### src/rtl/pipeline_pkg.sv
// Shared pipeline definitions: decoder instruction IDs, forward selects, hazard FSM states
// and the in-flight scoreboard slot layout.
package pipeline_pkg;

    localparam logic [5:0] ID_ADD        = 6'd0;
    localparam logic [5:0] ID_ADDI       = 6'd10;
    localparam logic [5:0] ID_LB         = 6'd19;
    localparam logic [5:0] ID_SB         = 6'd24;
    localparam logic [5:0] ID_BEQ        = 6'd27;
    localparam logic [5:0] ID_JAL        = 6'd33;
    localparam logic [5:0] ID_JALR       = 6'd34;
    localparam logic [5:0] ID_LUI        = 6'd35;
    localparam logic [5:0] ID_AUIPC      = 6'd36;
    localparam logic [5:0] ID_LAST_LEGAL = 6'd36;

    localparam logic [1:0] FWD_RF  = 2'd0;
    localparam logic [1:0] FWD_MEM = 2'd1;
    localparam logic [1:0] FWD_WB  = 2'd2;

    typedef enum logic [1:0] {
        StRun   = 2'd0,
        StDrain = 2'd1,
        StTrap  = 2'd2
    } hs_state_e;

    typedef struct packed {
        logic use_rs1;
        logic use_rs2;
        logic wr;
        logic is_load;
        logic illegal;
    } instr_class_t;

    typedef struct packed {
        logic       valid;
        logic       wr;
        logic [4:0] rd;
        logic       is_load;
        logic [4:0] rs1;
        logic [4:0] rs2;
        logic       use_rs1;
        logic       use_rs2;
    } slot_t;

    // A load still in MEM has no data yet, so only non-load MEM results may be forwarded.
    function automatic logic [1:0] fwd_select(input logic used, input logic [4:0] rs,
                                              input slot_t mem, input slot_t wb);
        logic [1:0] sel;
        sel = FWD_RF;
        if (used && rs != 5'd0) begin
            if (mem.valid && mem.wr && !mem.is_load && mem.rd == rs) begin
                sel = FWD_MEM;
            end else if (wb.valid && wb.wr && wb.rd == rs) begin
                sel = FWD_WB;
            end
        end
        return sel;
    endfunction

endpackage

### src/rtl/hazard_scheduler_if.sv
// Decode-side handshake between the ID stage and the hazard scheduler.
interface hazard_scheduler_if #(
    parameter int unsigned CNT_W = 16
) ();
    logic             id_valid;
    logic [5:0]       id_instr;
    logic [4:0]       id_rd;
    logic [4:0]       id_rs1;
    logic [4:0]       id_rs2;
    logic             ex_redirect;
    logic             trap_ack;
    logic             stall_fetch;
    logic             flush;
    logic             issue_valid;
    logic [1:0]       ex_fwd_rs1;
    logic [1:0]       ex_fwd_rs2;
    logic             trap_req;
    logic [CNT_W-1:0] stall_count;

    modport master (
        output id_valid, id_instr, id_rd, id_rs1, id_rs2, ex_redirect, trap_ack,
        input  stall_fetch, flush, issue_valid, ex_fwd_rs1, ex_fwd_rs2, trap_req, stall_count
    );

    modport slave (
        input  id_valid, id_instr, id_rd, id_rs1, id_rs2, ex_redirect, trap_ack,
        output stall_fetch, flush, issue_valid, ex_fwd_rs1, ex_fwd_rs2, trap_req, stall_count
    );
endinterface

### src/rtl/instr_class_decode.sv
// Maps a 6-bit decoder instruction ID to its operand usage, write-back and load flags.
module instr_class_decode
    import pipeline_pkg::*;
(
    input  logic [5:0]   instr_id,
    output instr_class_t instr_cls
);

    always_comb begin
        instr_cls = '0;
        case (instr_id) inside
            [ID_ADD : ID_ADDI - 6'd1]: begin
                instr_cls.use_rs1 = 1'b1;
                instr_cls.use_rs2 = 1'b1;
                instr_cls.wr      = 1'b1;
            end
            [ID_ADDI : ID_LB - 6'd1]: begin
                instr_cls.use_rs1 = 1'b1;
                instr_cls.wr      = 1'b1;
            end
            [ID_LB : ID_SB - 6'd1]: begin
                instr_cls.use_rs1 = 1'b1;
                instr_cls.wr      = 1'b1;
                instr_cls.is_load = 1'b1;
            end
            [ID_SB : ID_JAL - 6'd1]: begin
                // Stores and branches read both sources and write nothing.
                instr_cls.use_rs1 = 1'b1;
                instr_cls.use_rs2 = 1'b1;
            end
            ID_JAL: instr_cls.wr = 1'b1;
            ID_JALR: begin
                instr_cls.use_rs1 = 1'b1;
                instr_cls.wr      = 1'b1;
            end
            [ID_LUI : ID_AUIPC]: instr_cls.wr = 1'b1;
            default: instr_cls.illegal = (instr_id > ID_LAST_LEGAL);
        endcase
    end

endmodule

### src/rtl/hazard_scheduler.sv
// ID-stage hazard controller: load-use stalls, EX forwarding selects, and drain-then-trap
// handling of illegal instructions, backed by an EX/MEM/WB scoreboard.
module hazard_scheduler
    import pipeline_pkg::*;
#(
    parameter int unsigned CNT_W = 16
) (
    input logic               clock,
    input logic               reset_n,
    hazard_scheduler_if.slave bus
);

    hs_state_e        state_q, state_d;
    slot_t            ex_q, mem_q, wb_q, ex_d;
    logic [CNT_W-1:0] stall_count_q, stall_count_d;
    instr_class_t     id_cls;
    logic             rs1_hit, rs2_hit, load_use;
    logic             stall_fetch, flush, issue_valid;
    logic             unused_wb;

    instr_class_decode u_decode (
        .instr_id  (bus.id_instr),
        .instr_cls (id_cls)
    );

    assign rs1_hit  = id_cls.use_rs1 && (bus.id_rs1 != 5'd0) && (bus.id_rs1 == ex_q.rd);
    assign rs2_hit  = id_cls.use_rs2 && (bus.id_rs2 != 5'd0) && (bus.id_rs2 == ex_q.rd);
    assign load_use = bus.id_valid && ex_q.valid && ex_q.is_load && ex_q.wr && (rs1_hit || rs2_hit);

    always_comb begin
        stall_fetch = 1'b0;
        flush       = 1'b0;
        issue_valid = 1'b0;
        state_d     = state_q;
        unique case (state_q)
            StRun: begin
                if (bus.ex_redirect) begin
                    flush = 1'b1;
                end else if (load_use) begin
                    stall_fetch = 1'b1;
                end else if (bus.id_valid && id_cls.illegal) begin
                    stall_fetch = 1'b1;
                    state_d     = StDrain;
                end else begin
                    issue_valid = bus.id_valid;
                end
            end
            StDrain: begin
                // A redirect means the illegal instruction was on the wrong path.
                if (bus.ex_redirect) begin
                    flush   = 1'b1;
                    state_d = StRun;
                end else begin
                    stall_fetch = 1'b1;
                    if (!ex_q.valid && !mem_q.valid && !wb_q.valid) begin
                        state_d = StTrap;
                    end
                end
            end
            StTrap: begin
                stall_fetch = 1'b1;
                if (bus.trap_ack) begin
                    flush   = 1'b1;
                    state_d = StRun;
                end
            end
            default: state_d = StRun;
        endcase
    end

    always_comb begin
        ex_d         = '0;
        ex_d.valid   = issue_valid;
        ex_d.wr      = id_cls.wr && (bus.id_rd != 5'd0);
        ex_d.rd      = bus.id_rd;
        ex_d.is_load = id_cls.is_load;
        ex_d.rs1     = bus.id_rs1;
        ex_d.rs2     = bus.id_rs2;
        ex_d.use_rs1 = id_cls.use_rs1;
        ex_d.use_rs2 = id_cls.use_rs2;
    end

    assign stall_count_d = (stall_fetch && stall_count_q != {CNT_W{1'b1}}) ?
                           stall_count_q + 1'b1 : stall_count_q;

    always_ff @(posedge clock or negedge reset_n) begin
        if (!reset_n) begin
            state_q       <= StRun;
            ex_q          <= '0;
            mem_q         <= '0;
            wb_q          <= '0;
            stall_count_q <= '0;
        end else begin
            state_q       <= state_d;
            ex_q          <= ex_d;
            mem_q         <= ex_q;
            wb_q          <= mem_q;
            stall_count_q <= stall_count_d;
        end
    end

    assign unused_wb = ^{wb_q.is_load, wb_q.rs1, wb_q.rs2, wb_q.use_rs1, wb_q.use_rs2};

    assign bus.stall_fetch = stall_fetch;
    assign bus.flush       = flush;
    assign bus.issue_valid = issue_valid;
    assign bus.ex_fwd_rs1  = fwd_select(ex_q.valid && ex_q.use_rs1, ex_q.rs1, mem_q, wb_q);
    assign bus.ex_fwd_rs2  = fwd_select(ex_q.valid && ex_q.use_rs2, ex_q.rs2, mem_q, wb_q);
    assign bus.trap_req    = (state_q == StTrap);
    assign bus.stall_count = stall_count_q;

endmodule
### src/flat_wrapper.sv
// flat-port wrapper written by rule: the top's interface ports become plain ports
module hazard_scheduler_flat import pipeline_pkg::*;
#(
    parameter int unsigned CNT_W = 16
)
  (clock, reset_n, bus_id_valid, bus_id_instr, bus_id_rd, bus_id_rs1, bus_id_rs2, bus_ex_redirect, bus_trap_ack, bus_stall_fetch, bus_flush, bus_issue_valid, bus_ex_fwd_rs1, bus_ex_fwd_rs2, bus_trap_req, bus_stall_count);
  hazard_scheduler_if #(.CNT_W(CNT_W)) bus_i ();
  input logic clock;
  input logic reset_n;
  input wire logic [$bits(bus_i.id_valid)-1:0] bus_id_valid;
  input wire logic [$bits(bus_i.id_instr)-1:0] bus_id_instr;
  input wire logic [$bits(bus_i.id_rd)-1:0] bus_id_rd;
  input wire logic [$bits(bus_i.id_rs1)-1:0] bus_id_rs1;
  input wire logic [$bits(bus_i.id_rs2)-1:0] bus_id_rs2;
  input wire logic [$bits(bus_i.ex_redirect)-1:0] bus_ex_redirect;
  input wire logic [$bits(bus_i.trap_ack)-1:0] bus_trap_ack;
  output wire logic [$bits(bus_i.stall_fetch)-1:0] bus_stall_fetch;
  output wire logic [$bits(bus_i.flush)-1:0] bus_flush;
  output wire logic [$bits(bus_i.issue_valid)-1:0] bus_issue_valid;
  output wire logic [$bits(bus_i.ex_fwd_rs1)-1:0] bus_ex_fwd_rs1;
  output wire logic [$bits(bus_i.ex_fwd_rs2)-1:0] bus_ex_fwd_rs2;
  output wire logic [$bits(bus_i.trap_req)-1:0] bus_trap_req;
  output wire logic [$bits(bus_i.stall_count)-1:0] bus_stall_count;
  assign bus_i.id_valid = bus_id_valid;
  assign bus_i.id_instr = bus_id_instr;
  assign bus_i.id_rd = bus_id_rd;
  assign bus_i.id_rs1 = bus_id_rs1;
  assign bus_i.id_rs2 = bus_id_rs2;
  assign bus_i.ex_redirect = bus_ex_redirect;
  assign bus_i.trap_ack = bus_trap_ack;
  assign bus_stall_fetch = bus_i.stall_fetch;
  assign bus_flush = bus_i.flush;
  assign bus_issue_valid = bus_i.issue_valid;
  assign bus_ex_fwd_rs1 = bus_i.ex_fwd_rs1;
  assign bus_ex_fwd_rs2 = bus_i.ex_fwd_rs2;
  assign bus_trap_req = bus_i.trap_req;
  assign bus_stall_count = bus_i.stall_count;
  hazard_scheduler #(.CNT_W(CNT_W)) u_core (.clock(clock), .reset_n(reset_n), .bus(bus_i));
endmodule
### config.mk
export PLATFORM = sky130hd
export DESIGN_NAME = hazard_scheduler_flat
export DESIGN_NICKNAME = d
export VERILOG_FILES = /design/src/rtl/pipeline_pkg.sv /design/src/rtl/hazard_scheduler_if.sv /design/src/rtl/instr_class_decode.sv /design/src/rtl/hazard_scheduler.sv /design/src/flat_wrapper.sv
export SDC_FILE = /design/constraint.sdc
export NUM_CORES = 1
export LEC_CHECK = 0
export CAP_MARGIN = 10
export CORE_MARGIN = 1
export CORE_UTILIZATION = 29
export CTS_CLUSTER_DIAMETER = 40
export DETAILED_ROUTE_END_ITERATION = 10
export SLEW_MARGIN = 25
export SYNTH_ARGS = -nofsm -noshare
export SYNTH_HDL_FRONTEND = slang
export SYNTH_SLANG_ARGS = --single-unit
export TNS_END_PERCENT = 5
### constraint.sdc
create_clock -name clock -period 2.1 [get_ports clock]
set_input_delay 0.42 -clock clock [delete_from_list [all_inputs] [get_ports clock]]
set_output_delay 0.42 -clock clock [all_outputs]
set_load 0.02 [all_outputs]
# Word level (Yosys, flattened, before mapping)
# Cells that the tools add are included.
# classes
n_addsub	1
n_eq_ne	16
muxes	52
reduce_logical	42
n_lt_le_gt_ge	11
# op_table
operator	n
2-to-1 mux 1 bit	37
equality test 5 bit	6
logical AND 1 bit	29
nonzero test 5 bit	5
2-to-1 mux 2 bit	12
adder 16 x 1 -> 16 bit, second input constant	1
inequality test 16 bit, second input constant	1
equality test 6 bit, second input constant	2
>= comparator 6 x 5 -> 1 bit, second input constant	2
<= comparator 6 x 5 -> 1 bit, second input constant	2
<= comparator 6 bit, second input constant	2
>= comparator 6 x 1 -> 1 bit, second input constant	1
>= comparator 6 x 4 -> 1 bit, second input constant	1
>= comparator 6 bit, second input constant	1
> comparator 6 bit, second input constant	1
<= comparator 6 x 4 -> 1 bit, second input constant	1
inequality test 2 bit, second input constant	3
one-hot mux 2 bit (3 select lines)	1
AND reduction 5 bit	1
logical NOT 1 bit	4
inequality test 3 x 2 -> 1 bit, second input constant	1
one-hot mux 1 bit (3 select lines)	1
equality test 2 x 1 -> 1 bit, second input constant	1
equality test 2 bit, second input constant	1
other kinds (5)	5
# totals
input_bits	26
word_cells	139
output_inout_bits	24
register_bits	53

# Logic depth before layout (Yosys ltp)
# depth
depth_word	15
depth_mapped	8
mapped_depth_nobuf	7

# Modules after synthesis
# Synthesis repeated with hierarchy kept, for this count alone.
# hier_totals
hier_cells	199
area_unflattened_um2	2392.3
# modules_own_cells
mod	area_per_inst_um2	cells_each	n_inst	seq_area_each_um2
hazard_scheduler	2293.4	184	1	1326.3
instr_class_decode	98.8	15	1	0.0

# Least setup slack after synthesis
# OpenSTA, ideal clock, no wires.
# synth_path
path_type	input to output
from	in bus_id_instr[3]
to	out bus_issue_valid
arrival_time_ns	1.904
required_time_ns	1.680
n_path_buf	0
path_slack_ns	-0.224
path_stages	5
cell_sequence	or2b_1 > o211a_1 > o2111ai_2 > nand2_1 > nor4_1
# synth_via
elab_chain_cells	14
elab_cells_between_ends	46
cone_classes	11 x order compare; 2 x eq/ne; 21 x mux; 12 x reduce/logical
# synth_lines
item	line_no	source
start, declared	flat_wrapper.sv:11	input wire logic [$bits(bus_i.id_instr)-1:0] bus_id_instr;
>= comparator 6 bit (no line), or another cell as far along	n/a	
logical AND 1 bit (no line) or 2-to-1 mux 1 bit (tied branches)	n/a	
2-to-1 mux 1 bit (5 in a row)	instr_class_decode.sv:11	case (instr_id) inside
2-to-1 mux 1 bit or logical AND 1 bit (tied branches) (2 in a row)	instr_class_decode.sv:11, hazard_scheduler.sv:26	
logical AND 1 bit or logical OR 1 bit (tied branches)	hazard_scheduler.sv:41, hazard_scheduler.sv:28	
2-to-1 mux 1 bit or logical AND 1 bit (tied branches)	hazard_scheduler.sv:41, hazard_scheduler.sv:28	
2-to-1 mux 1 bit (*)	hazard_scheduler.sv:39	end else if (load_use) begin
2-to-1 mux 1 bit (*)	hazard_scheduler.sv:37	if (bus.ex_redirect) begin
2-to-1 mux 1 bit (*)	hazard_scheduler.sv:35	unique case (state_q)
end, declared	flat_wrapper.sv:19	output wire logic [$bits(bus_i.issue_valid)-1:0] bus_issue_valid;
# Every way passes the cells marked *; elsewhere a longest branch is shown, timed or not.

# Final worst setup path
# layout_path
from	in bus_id_instr[4]
to	out bus_issue_valid
# Same word-level chain as after synthesis.

==> results.txt <==
The count of input and output buffers is 49. The async set or reset register ratio after synthesis is 100%. The number of flops mapped to enable cells by yosys is 0. The number of nets in the layout is 344. The total routing usage reported by global routing is 14.6%. The global-route congestion overflow total is 0. TritonCTS built the clock tree. The power after layout is 2440 uW. The number of flip-flops and latches in the synthesized netlist is 53. The leading cell type in the layout, fill and taps excluded is sky130_fd_sc_hd__dfrtp_1. The share of synthesized area spent on multiplexers is 0.461%. The number of antenna violations at the first check in global routing is 0. The net count after synthesis came out at 245. The number of inserted filler cells in the final layout came out at 772. The checks that failed: setup timing. For this block, the initial DRC count from the detailed router was 91. The number of nets with antenna violations after detailed routing came out at 0. The relative max-transition margin came out at 69.1%.

The die footprint came out at 8790 um2. The worst hold path belongs to the class primary input to async pin. The post-synthesis compound-gate area fraction is 10.2%. The smallest setup slack after layout came out at -0.176 ns. The area of the mapped netlist is 2440 um2.

For this block, the routed nets add up to 5920 um of wire. The maximum number of pins on one net before global-route repair came out at 36. After detailed routing, the number of remaining DRC violations is 0. The detailed placer's ending HPWL came out at 4510 um. At the end of routability-driven placement, the weighted congestion stood at 0.818. Sorting the synthesized cells by area gives the leading types as sky130_fd_sc_hd__dfrtp_1 (54%), sky130_fd_sc_hd__xnor2_1 (10%), sky130_fd_sc_hd__xor2_1 (5.0%). In the synthesized netlist the dominant register cell turns out to be sky130_fd_sc_hd__dfrtp_1. In the layout the commonest cells are sky130_fd_sc_hd__dfrtp_1 (52), sky130_fd_sc_hd__buf_4 (45), sky130_fd_sc_hd__xnor2_1 (28). The area growth from synthesis to layout is 47.4%. The number of CTS-inserted buffers is 5. The die boundary width came out at 93.7 um. Of the total synthesized cell area, the portion taken by XOR and XNOR cells is 15.1%. The largest area contributor in the netlist is sky130_fd_sc_hd__dfrtp_1. The post-detailed-route wirelength per cell is 14.0 um. For the pin with the worst max-slew slack, the measured transition is 0.464 ns.

The standby leakage power is 0.00153 uW. The tool flagged a number of max-cap violations equal to 0. Setup repair after global routing could not meet its margin everywhere. Cells fill 44.0% of the core in the end.

The highest clock frequency the design can meet is 0.439 GHz. The first-pass detailed-route iteration total came out at 4. The initial core utilization is 29.9%. The core footprint came out at 8180 um2.

The flow ran to the end, but the final reports show violations. At the later pin of the worst-skew pair, clock insertion delay measures 0.31 ns. The worst setup path is launched from a primary input. For this block, the via count after detailed routing is 1995. The power density over the cells came out at 679 nW/um2. The time the worst path needs with I/O delays and setup is 2.28 ns. For the worst setup path, the data arrival time is 1.86 ns. 50 I/O pins were placed. Synthesis produced a netlist whose cell count is 218. Clock-pin slew was measured on the worst setup and hold paths at 0.10 ns. Summing the areas of all and, or, nand and nor instances in the mapped netlist gives 17.6% of the synthesized area. The share of the cycle needed by the critical path after routing came out at 108%. The top fanout value on the critical path came out at 3. By area, the combinational part of the netlist is dominated by simple AND/OR/NAND/NOR gates.

The final-layout worst hold slack is 0.0500 ns. The max-slew violation count is 0. The die is 93.7 um tall. The adder-cell area share of the yosys netlist came out at 0.513%.

Data on the critical path is required at its endpoint by 1.68 ns. The tree is rooted in a sky130_fd_sc_hd__clkbuf_8. The top cell type's share of synthesized area is 54.3%. The number of sinks on the clock net came out at 53. The first-pass GRT wire length is 9890 um.

The H-tree generated during clock tree synthesis spans 2 levels. The site row count is 33. The share of cells above drive strength 1 came out at 29.6%.

The antenna diode count is 0. In the routed layout, each cell is associated on average with a via count of 4.72. The peak supply drop is 0.435 mV. The final count of hold timing violations came out at 0.

The kind of capture point of the worst setup path is an output pin. The number of distinct library cells after synthesis is 39. The via count of the first global-routing pass is 2079. The number of buffers on the longest clock path came out at 2.

Across the routed clock network, the largest skew measured is 0.00992 ns. The sequential-to-total area share from yosys stat is 54.3%. The per-instance average area after synthesis came out at 11.2 um2. The type of the worst setup path is primary input to output pin. The final-report setup violation count came out at 13.

The Yosys warning count came out at 0.
## path summary, 6_finish.rpt
check,from,to,slack [ns],cells past startpoint
setup / recovery,bus_id_instr[4],bus_issue_valid,-0.18,7
hold / removal,reset_n,u_core.bus.stall_count[15],0.05,1
setup reg to reg,u_core.ex_q[18],u_core.bus.stall_count[1],-0.04,9
hold reg to reg,u_core.mem_q[18],u_core.wb_q[18],0.39,0
max in group asynchronous,reset_n,u_core.ex_q[0],1.52,2
min in group clock,bus_id_instr[3],u_core.ex_q[12],0.37,3
## cell families (layout without fill, tap and decap cells)
group	Yosys count	count (layout)
buffers and inverters	10	110
adder cells (fa/ha/maj)	1	1
flip-flops	53	53
XOR/XNOR	42	42
multiplexers	1	1
AO/OA/AOI/OAI	35	35
AND/OR/NAND/NOR	76	76
## timing repair
item                       CTS  global route
hold buffers                 0             0
resized for setup           87            18
hold endpoints to repair     0             0
setup endpoints to repair   22            22
buffers inserted             5             2
pin swaps                   17            13
## worst max-delay path: stages
cell	delay, ns
sky130_fd_sc_hd__buf_6	0.09
sky130_fd_sc_hd__or2b_1	0.22
sky130_fd_sc_hd__o211a_1	0.29
sky130_fd_sc_hd__o2111ai_4	0.26
sky130_fd_sc_hd__nand2_4	0.11
sky130_fd_sc_hd__nor4_4	0.27
sky130_fd_sc_hd__buf_4	0.19
## synthesized netlist by cell type, drive strengths merged, types with 2 or more instances
cell     number
o21ai         9
nor4          6
or4           4
and3          4
nand2b        2
xnor2        28
a211oi        2
nor2         14
nand3         7
o211ai        6
nand4         5
nor4b         3
nand2        10
or2           2
and2          4
clkbuf        3
buf           2
dfrtp        53
or3           4
nor3          7
xor2         14
inv           5
and4          2
o2111ai       8
a21oi         5
## sequential cells by signal (all words and copies together) (netlist names)
| name | cells |
|---|---|
| u_core.mem_q | 8 |
| u_core.ex_q | 20 |
| u_core.wb_q | 7 |
| u_core.bus.stall_count | 16 |
| u_core.state_q | 2 |
## through the flow
step	setup slack, ns	std cells	area [um2]	setup TNS, ns
4_1_cts	-0.239	421	3570	-1.17
3_3_place_gp	-1.09	409	3370	-10.88
5_1_grt	-0.253	423	3600	-2.07
6_report	-0.176	423	3600	-0.891
3_5_place_dp	-1.14	409	3370	-11.40
2_1_floorplan	-0.213	218	2450	-0.213
## cell type report
type | count | area (um2) | share of cell area [%]
sequential | 53 | 1330 | 36.9
inverter | 5 | 18.8 | 0.522
multi-input combinational | 155 | 1180 | 32.9
timing repair buffer | 97 | 838 | 23.3
clock buffer | 5 | 68.8 | 1.91
clock inverter | 3 | 28.8 | 0.800
tap | 105 | 131 | 3.65
## where the power goes
group	switching, uW	internal, uW
logic	308	334
registers	75.2	1110
clock network	367	250
total	750	1690
## metal layers
metal | global-route usage [%] | part of all wire, %
met1 | 19.1 | 45
met2 | 24.1 | 49
met3 | 3.07 | 3.9
met4 | 4.36 | 1.4
met5 | 0 | 0
(Power assumes the default switching activity.)
